$ cat config.mk
export PLATFORM = sky130hd
export DESIGN_NAME = conf_int_add_pipe
export DESIGN_NICKNAME = d
export VERILOG_FILES = /design/src/rtl/conf_int_add_pipe.sv
export SDC_FILE = /design/constraint.sdc
export NUM_CORES = 1
export LEC_CHECK = 0
export ABC_AREA = 0
export CAP_MARGIN = 20
export CORE_ASPECT_RATIO = 1.25
export CORE_MARGIN = 5
export CORE_UTILIZATION = 63
export DETAILED_ROUTE_END_ITERATION = 6
export DONT_BUFFER_PORTS = 1
export HOLD_SLACK_MARGIN = 0.05
export PLACE_DENSITY = 0.79
export SLEW_MARGIN = 0
export SYNTH_ARGS = -nofsm -noshare
export SYNTH_HDL_FRONTEND = slang
export SYNTH_SLANG_ARGS = --single-unit
$ cat constraint.sdc
create_clock -name clk -period 4 [get_ports clk]
set_input_delay 0.4 -clock clk [delete_from_list [all_inputs] [get_ports clk]]
set_output_delay 0.4 -clock clk [all_outputs]
set_load 0.02 [all_outputs]
$ cat src/rtl/conf_int_add_pipe.sv
// conf_int_add_pipe
//   Two-stage pipelined unsigned adder/accumulator operating on the OP_BITWIDTH
//   most-significant bits of DATA_PATH_BITWIDTH-wide operands. The lower operand
//   bits are discarded, and the result is returned left-aligned with zero fill.
//   A valid/ready handshake is used on both sides, and the pipeline holds at most two beats.
//
// Parameters
//   DATA_PATH_BITWIDTH : width of a, b and c
//   OP_BITWIDTH        : number of MSBs actually added (1..DATA_PATH_BITWIDTH)
//
// Ports
//   clk, rst            : clock, asynchronous active-high reset
//   in_valid / in_ready : input handshake for operands a, b, mode and acc_clr
//   a, b                : operands (b is ignored in accumulate mode)
//   mode                : 0 = a+b, 1 = acc+a (sampled per beat)
//   acc_clr             : clears the accumulator at the next edge
//   out_valid/out_ready : output handshake for c and cout
//   c                   : result {res, zeros}
//   cout                : carry out of the OP_BITWIDTH field
//
// Configuration
//   CONF_INT_ADD_SAT_EN : when defined, an overflowing sum saturates to all ones
//                         (result and accumulator); otherwise the sum wraps.
module conf_int_add_pipe #(
  parameter int DATA_PATH_BITWIDTH = 16,
  parameter int OP_BITWIDTH        = 16
) (
  input  logic                          clk,
  input  logic                          rst,
  input  logic                          in_valid,
  output logic                          in_ready,
  input  logic [DATA_PATH_BITWIDTH-1:0] a,
  input  logic [DATA_PATH_BITWIDTH-1:0] b,
  input  logic                          mode,
  input  logic                          acc_clr,
  output logic                          out_valid,
  input  logic                          out_ready,
  output logic [DATA_PATH_BITWIDTH-1:0] c,
  output logic                          cout
);

  localparam int DW = DATA_PATH_BITWIDTH;
  localparam int OW = OP_BITWIDTH;

  // Overflow handling. The carry bit is always preserved so that cout reports overflow.
  function automatic logic [OW:0] saturate(input logic [OW:0] s);
`ifdef CONF_INT_ADD_SAT_EN
    if (s[OW]) return {1'b1, {OW{1'b1}}};
`endif
    return s;
  endfunction

  // Place the OW-bit result in the MSBs of the data path and fill the rest with zeros.
  // This also handles DW == OW, where a zero-width fill would not be legal.
  function automatic logic [DW-1:0] align_msb(input logic [OW-1:0] r);
    logic [DW-1:0] v;
    v            = '0;
    v[DW-1 -: OW] = r;
    return v;
  endfunction

  logic          vld_p1_q, vld_p1_d;
  logic          vld_p2_q, vld_p2_d;
  logic [OW-1:0] a_t_p1_q, a_t_p1_d;
  logic [OW-1:0] b_t_p1_q, b_t_p1_d;
  logic          mode_p1_q, mode_p1_d;
  logic [DW-1:0] c_q, c_d;
  logic          cout_q, cout_d;
  logic [OW-1:0] acc_q, acc_d;

  logic          s2_ready;
  logic          adv_p1;
  logic          in_xfer;
  logic [OW-1:0] acc_eff;
  logic [OW:0]   sum_p1;
  logic [OW:0]   sat_p1;
  logic [OW-1:0] res_p1;

  // Truncated operand LSBs are intentionally dropped.
  logic unused_operand_bits;
  assign unused_operand_bits = ^{a, b};

  always_comb begin
    s2_ready = !vld_p2_q || out_ready;
    adv_p1   = vld_p1_q && s2_ready;
    // Equivalent to !S1_valid || !S2_valid || out_ready; forced low while in reset.
    in_ready = !rst && (!vld_p1_q || s2_ready);
    in_xfer  = in_valid && in_ready;

    // Stage boundary 0 -> 1: capture the truncated operands and the mode.
    vld_p1_d  = vld_p1_q;
    a_t_p1_d  = a_t_p1_q;
    b_t_p1_d  = b_t_p1_q;
    mode_p1_d = mode_p1_q;
    if (adv_p1) vld_p1_d = 1'b0;
    if (in_xfer) begin
      vld_p1_d  = 1'b1;
      a_t_p1_d  = a[DW-1 -: OW];
      b_t_p1_d  = b[DW-1 -: OW];
      mode_p1_d = mode;
    end

    // Stage boundary 1 -> 2: add, handle overflow, and register the result.
    // If a clear coincides with an advancing accumulate beat, that beat sees zero.
    acc_eff = acc_clr ? '0 : acc_q;
    if (mode_p1_q) sum_p1 = {1'b0, acc_eff} + {1'b0, a_t_p1_q};
    else           sum_p1 = {1'b0, a_t_p1_q} + {1'b0, b_t_p1_q};
    sat_p1 = saturate(sum_p1);
    res_p1 = sat_p1[OW-1:0];

    vld_p2_d = vld_p2_q;
    c_d      = c_q;
    cout_d   = cout_q;
    if (vld_p2_q && out_ready) vld_p2_d = 1'b0;
    if (adv_p1) begin
      vld_p2_d = 1'b1;
      c_d      = align_msb(res_p1);
      cout_d   = sat_p1[OW];
    end

    // Only accumulate beats that actually move into S2 write the accumulator.
    acc_d = acc_q;
    if (acc_clr) acc_d = '0;
    if (adv_p1 && mode_p1_q) acc_d = res_p1;
  end

  always_ff @(posedge clk or posedge rst) begin
    if (rst) begin
      vld_p1_q <= 1'b0;
      vld_p2_q <= 1'b0;
      c_q      <= '0;
      cout_q   <= 1'b0;
      acc_q    <= '0;
    end else begin
      vld_p1_q <= vld_p1_d;
      vld_p2_q <= vld_p2_d;
      c_q      <= c_d;
      cout_q   <= cout_d;
      acc_q    <= acc_d;
    end
  end

  // S1 operand registers are qualified by vld_p1_q and therefore need no reset.
  always_ff @(posedge clk) begin
    a_t_p1_q  <= a_t_p1_d;
    b_t_p1_q  <= b_t_p1_d;
    mode_p1_q <= mode_p1_d;
  end

  assign out_valid = vld_p2_q;
  assign c         = c_q;
  assign cout      = cout_q;

endmodule

; ---- Yosys cells after proc, flatten, opt, wreduce, memory -nomap -nowiden
; Cells that the tools add are included.
[classes]
n_reduce_logical = 12
addsub = 2
mux = 7
[ops]
columns = operator, count
row1 = 16-bit by 16-bit adder with 17-bit output, 2
row2 = 16-bit 2-to-1 mux, 2
row3 = 17-bit 2-to-1 mux, 1
row4 = 1-bit logical AND, 5
row5 = 1-bit 2-to-1 mux, 4
row6 = 2-bit nonzero test, 2
row7 = 1-bit logical NOT, 3
row8 = 1-bit logical OR, 2
[word_totals]
ff_bits = 68
input_bits = 38

; ---- Logic depth before layout (Yosys ltp)
[logic_depth]
depth_word = 6
ltp_mapped = 12
depth_no_buf = 11

; ---- Worst setup path after synthesis
; Ideal clock, no wire load.
[synth_timing]
path_kind = register to register
startpoint = register mode_p1_q
endpoint = register acc_q[14]
setup_ns = 0.125
path_slack_ns = 1.180
path_stages_with_launch = 13
arrival_ns = 2.694
synth_period_minus_slack_ns = 2.820
path_cell_list = edfxtp_1 clkbuf_1 clkbuf_1 mux2i_1 ha_1 inv_1 fa_1 nand2b_1 a21oi_2 o21ai_2 o41ai_2 xnor2_1 o21ai_1
[synth_between]
elab_chain_cells = 2
[synth_rtl]
columns = item, line_no
row1 = "start, declared", 66  ; logic mode_p1_q, mode_p1_d;
row2 = "start signal, assigned", 147  ; mode_p1_q <= mode_p1_d;
row3 = 17-bit 2-to-1 mux or 1-bit logical AND (tied branches), "106, 124"
row4 = 16-bit 2-to-1 mux *, 124  ; if (adv_p1 && mode_p1_q) acc_d = res_p1;
row5 = named net acc_d[14], 69  ; logic [OW-1:0] acc_q, acc_d;
row6 = "end signal, assigned", 133  ; acc_q <= '0;
row7 = "end signal, assigned", 139  ; acc_q <= acc_d;
row8 = "end, declared", 69
; The timed path passes the listed nets; every way through them passes the cells marked *.
; A chain may end at the register's enable or synchronous reset.

; ---- Worst setup path in the final report
[layout_timing]
startpoint = register mode_p1_q
endpoint = register c_q[12], in the netlist c[12]
[layout_between]
elab_chain_cells = 1
[layout_rtl]
columns = item, line_no
row1 = 17-bit 2-to-1 mux, 106  ; if (mode_p1_q) sum_p1 = {1'b0, acc_eff} + {1'b0, a_t_p1_q};
row2 = "end signal, assigned", 131  ; c_q <= '0;
row3 = "end signal, assigned", 137  ; c_q <= c_d;
row4 = "end, declared", 67  ; logic [DW-1:0] c_q, c_d;
; No other way between the ends.

==> results.sh <==
export IMPL_rsz0062_at_grt="no"
export IMPL_fin_skew_ps=5.99
export IMPL_critPathArrivalTime_ps=3210
export IMPL_synth_enable_flop_cells=33
export IMPL_synthArstFlopShare_pct=51.5
export IMPL_finalHoldViolCount=0
export IMPL_synthAdderAreaFrac_pct=6.64
export IMPL_syn_mean_instance_area_sq_um=11.6
export IMPL_synth_top_area_share_pct=28.3
export IMPL_outcome="finished, final reports clean"
export IMPL_detail_route_wl_per_cell_microns=18.4
export IMPL_synth_compound_area_share_pct=11.7
export IMPL_ant_nets=0
export IMPL_max_cap_violations=0
export IMPL_dr_pass1_iters=4
export IMPL_grtUsageTotal_pct=20.6
export IMPL_cp_max_fo=13
export IMPL_ctsResizeCount=0
export IMPL_synth_xor_area_share_pct=3.00
export IMPL_grt_start_max_net_pins=36
export IMPL_cts_root_buf="clkbuf_8"
export IMPL_path_clk_slew_ps=70
export IMPL_drc_errors=0
export IMPL_synth_top_family_by_area="simple AND/OR/NAND/NOR gates"
export IMPL_synthMuxAreaShare_pct=7.14
export IMPL_syn_area_sq_um=3510
export IMPL_rows=30
export IMPL_cts_hold_buf=0
export IMPL_final_common_cell="nand2_1"
export IMPL_yosys_area_share_simple_pct=14.8
export IMPL_portBuffers=0
export IMPL_layout_setup_ws_ps=1010
export IMPL_hpwl_microns=4700
export IMPL_grt_first_pass_wirelength_microns=11600
export IMPL_grt_antenna_before_repair=0
export IMPL_ys_warnings_count=0
export IMPL_design_area_sq_um=3690
export IMPL_ys_seq_elements=68
export IMPL_area_growth_pct=5.21
export IMPL_fin_setup_tns_ps=0
export IMPL_dr_total_vias=2203
export IMPL_final_cell_mix="nand2_1, dfrtp_1, edfxtp_1, mux2_2, ha_1"
export IMPL_end_kind="register"
export IMPL_coreArea_sq_um=5410
export IMPL_utilization_pct=68.2
export IMPL_syn_inst=303
export IMPL_grt_pass1_vias=2363
export IMPL_worst_slew_pin_slew_ps=744
export IMPL_p_leak_nw=1.57
export IMPL_cts_sinks=68
export IMPL_ys_flop_type="dfrtp_1"
export IMPL_pin_count=57
export IMPL_routabilityCongestion=0.876
export IMPL_drt_iter0_markers=110
export IMPL_die_w_microns=76.7
export IMPL_setup_violations_final=0
export IMPL_holdCritPathClass="input pin to async pin"
export IMPL_drive_above_1_share_pct=15.3
export IMPL_final_nets=359
export IMPL_synth_distinct_cells=48
export IMPL_clk_path_buf_depth=2
export IMPL_dieArea_sq_um=7170
export IMPL_relSlewSlack_pct=50.4
export IMPL_critPathRequiredTime_ps=4220
export IMPL_period_minus_slack_ps=2990
export IMPL_ys_seq_area_share_pct=53.2
export IMPL_yosys_area_top_type="edfxtp_1"
export IMPL_cts_setup_buffers=0
export IMPL_vdd_drop_max_v=0.000295
export IMPL_tritoncts="done"
export IMPL_syn_num_nets=359
export IMPL_via_per_inst=5.92
export IMPL_cts_buffers=9
export IMPL_die_h_microns=93.4
export IMPL_synthTopCellsByArea="edfxtp_1, dfrtp_1, mux2_2"
export IMPL_num_antenna_cells=0
export IMPL_crit_type="register to register"
export IMPL_drt_total_wl_microns=6830
export IMPL_place_ws_ps=1040
export IMPL_htree_num_levels=3
export IMPL_initial_core_util_pct=64.9
export IMPL_drv_slew=0
export IMPL_finalCritPeriodShare_pct=74.7
export IMPL_max_clock_freq_mhz=335
export IMPL_critPathLaunchType="register"
export IMPL_pwr_density_cell_nw_per_um2=456
export IMPL_dpl_cell_area_sq_um=3540
export IMPL_grt_overflow_total=0
export IMPL_clock_latency_ps=330
[sequential cells by signal (all words and copies together) (netlist names)]
register / count
a_t_p1_q: 16
acc_q: 16
b_t_p1_q: 16
c: 16
cout: 1
mode_p1_q: 1
out_valid: 1
vld_p1_q: 1
[worst paths after layout]
| check | to | cells after the start | from | slack [ps] |
|---|---|---|---|---|
| worst max-delay path | c[12] | 9 | mode_p1_q | 1010 |
| worst min-delay path | c[15] | 2 | rst | 70 |
| worst max register to register | c[12] | 9 | mode_p1_q | 1010 |
| worst min register to register | acc_q[2] | 2 | acc_q[2] | 520 |
| max in group asynchronous | acc_q[8] | 2 | rst | 3600 |
| min in group clk | b_t_p1_q[6] | 0 | b[6] | 160 |
[cells by family (layout without fill, tap and decap cells)]
| kind of cell | count (synthesis) | count (layout) |
|---|---|---|
| flops | 68 | 68 |
| simple gates | 99 | 99 |
| buf+inv | 27 | 32 |
| xor+xnor | 12 | 12 |
| fa+ha+maj | 18 | 18 |
| compound gates | 57 | 57 |
| mux | 22 | 22 |
[synthesized netlist by cell type (4+ instances only)]
library cell	count
nand2b_1	7
nand2_1	38
mux2_2	20
buf_2	4
xnor2_1	6
inv_1	13
nor2b_1	11
clkbuf_1	8
ha_1	17
edfxtp_1	33
nor3_1	5
dfrtp_1	35
a21oi_1	12
o21ai_0	14
nand3b_1	13
a21o_1	6
nand3_1	5
xor2_1	6
nor2_1	8
[power breakdown]
| part | internal (mW) | switching, mW |
|---|---|---|
| logic | 0.117 | 0.148 |
| clock network | 0.222 | 0.236 |
| registers | 0.828 | 0.133 |
[layout make-up]
type	count	area, sq um
inverter	13	48.8
timing repair buffer	3	22.5
tap	64	80.1
clock buffer	13	139
multi-input combinational	208	1520
sequential	68	1870
fill	408	1720
clock inverter	3	13.8
[per-layer routing]
| metal | wire [microns] | global-route usage, % | up-vias | share of wire (%) |
|---|---|---|---|---|
| met5 | 0 | 0 | - | 0 |
| met4 | 140 | 8.31 | 0 | 2.0 |
| met3 | 407 | 6.45 | 14 | 6.0 |
| met2 | 3310 | 33.1 | 64 | 48 |
| met1 | 2970 | 25.9 | 1042 | 44 |
| li1 | - | - | 1083 | - |
[per-stage QoR]
stage                     instances  total power [mW]  hold WS, ps
after floorplan                 303              1.18          476
after global placement          356              1.23          430
after detailed placement        356              1.24          443
after CTS                       372              1.70         69.9
after global routing            372              1.78         97.1
final                           372              1.68         66.3
[critical path: stages, from the launching register on]
cell	delay [ps]
edfxtp_1	630
buf_4	300
mux2_2	360
ha_1	380
a21oi_1	300
o21ai_0	170
nand3_1	110
o211ai_1	140
xor2_1	180
mux2_2	290
(Power assumes the default switching activity.)
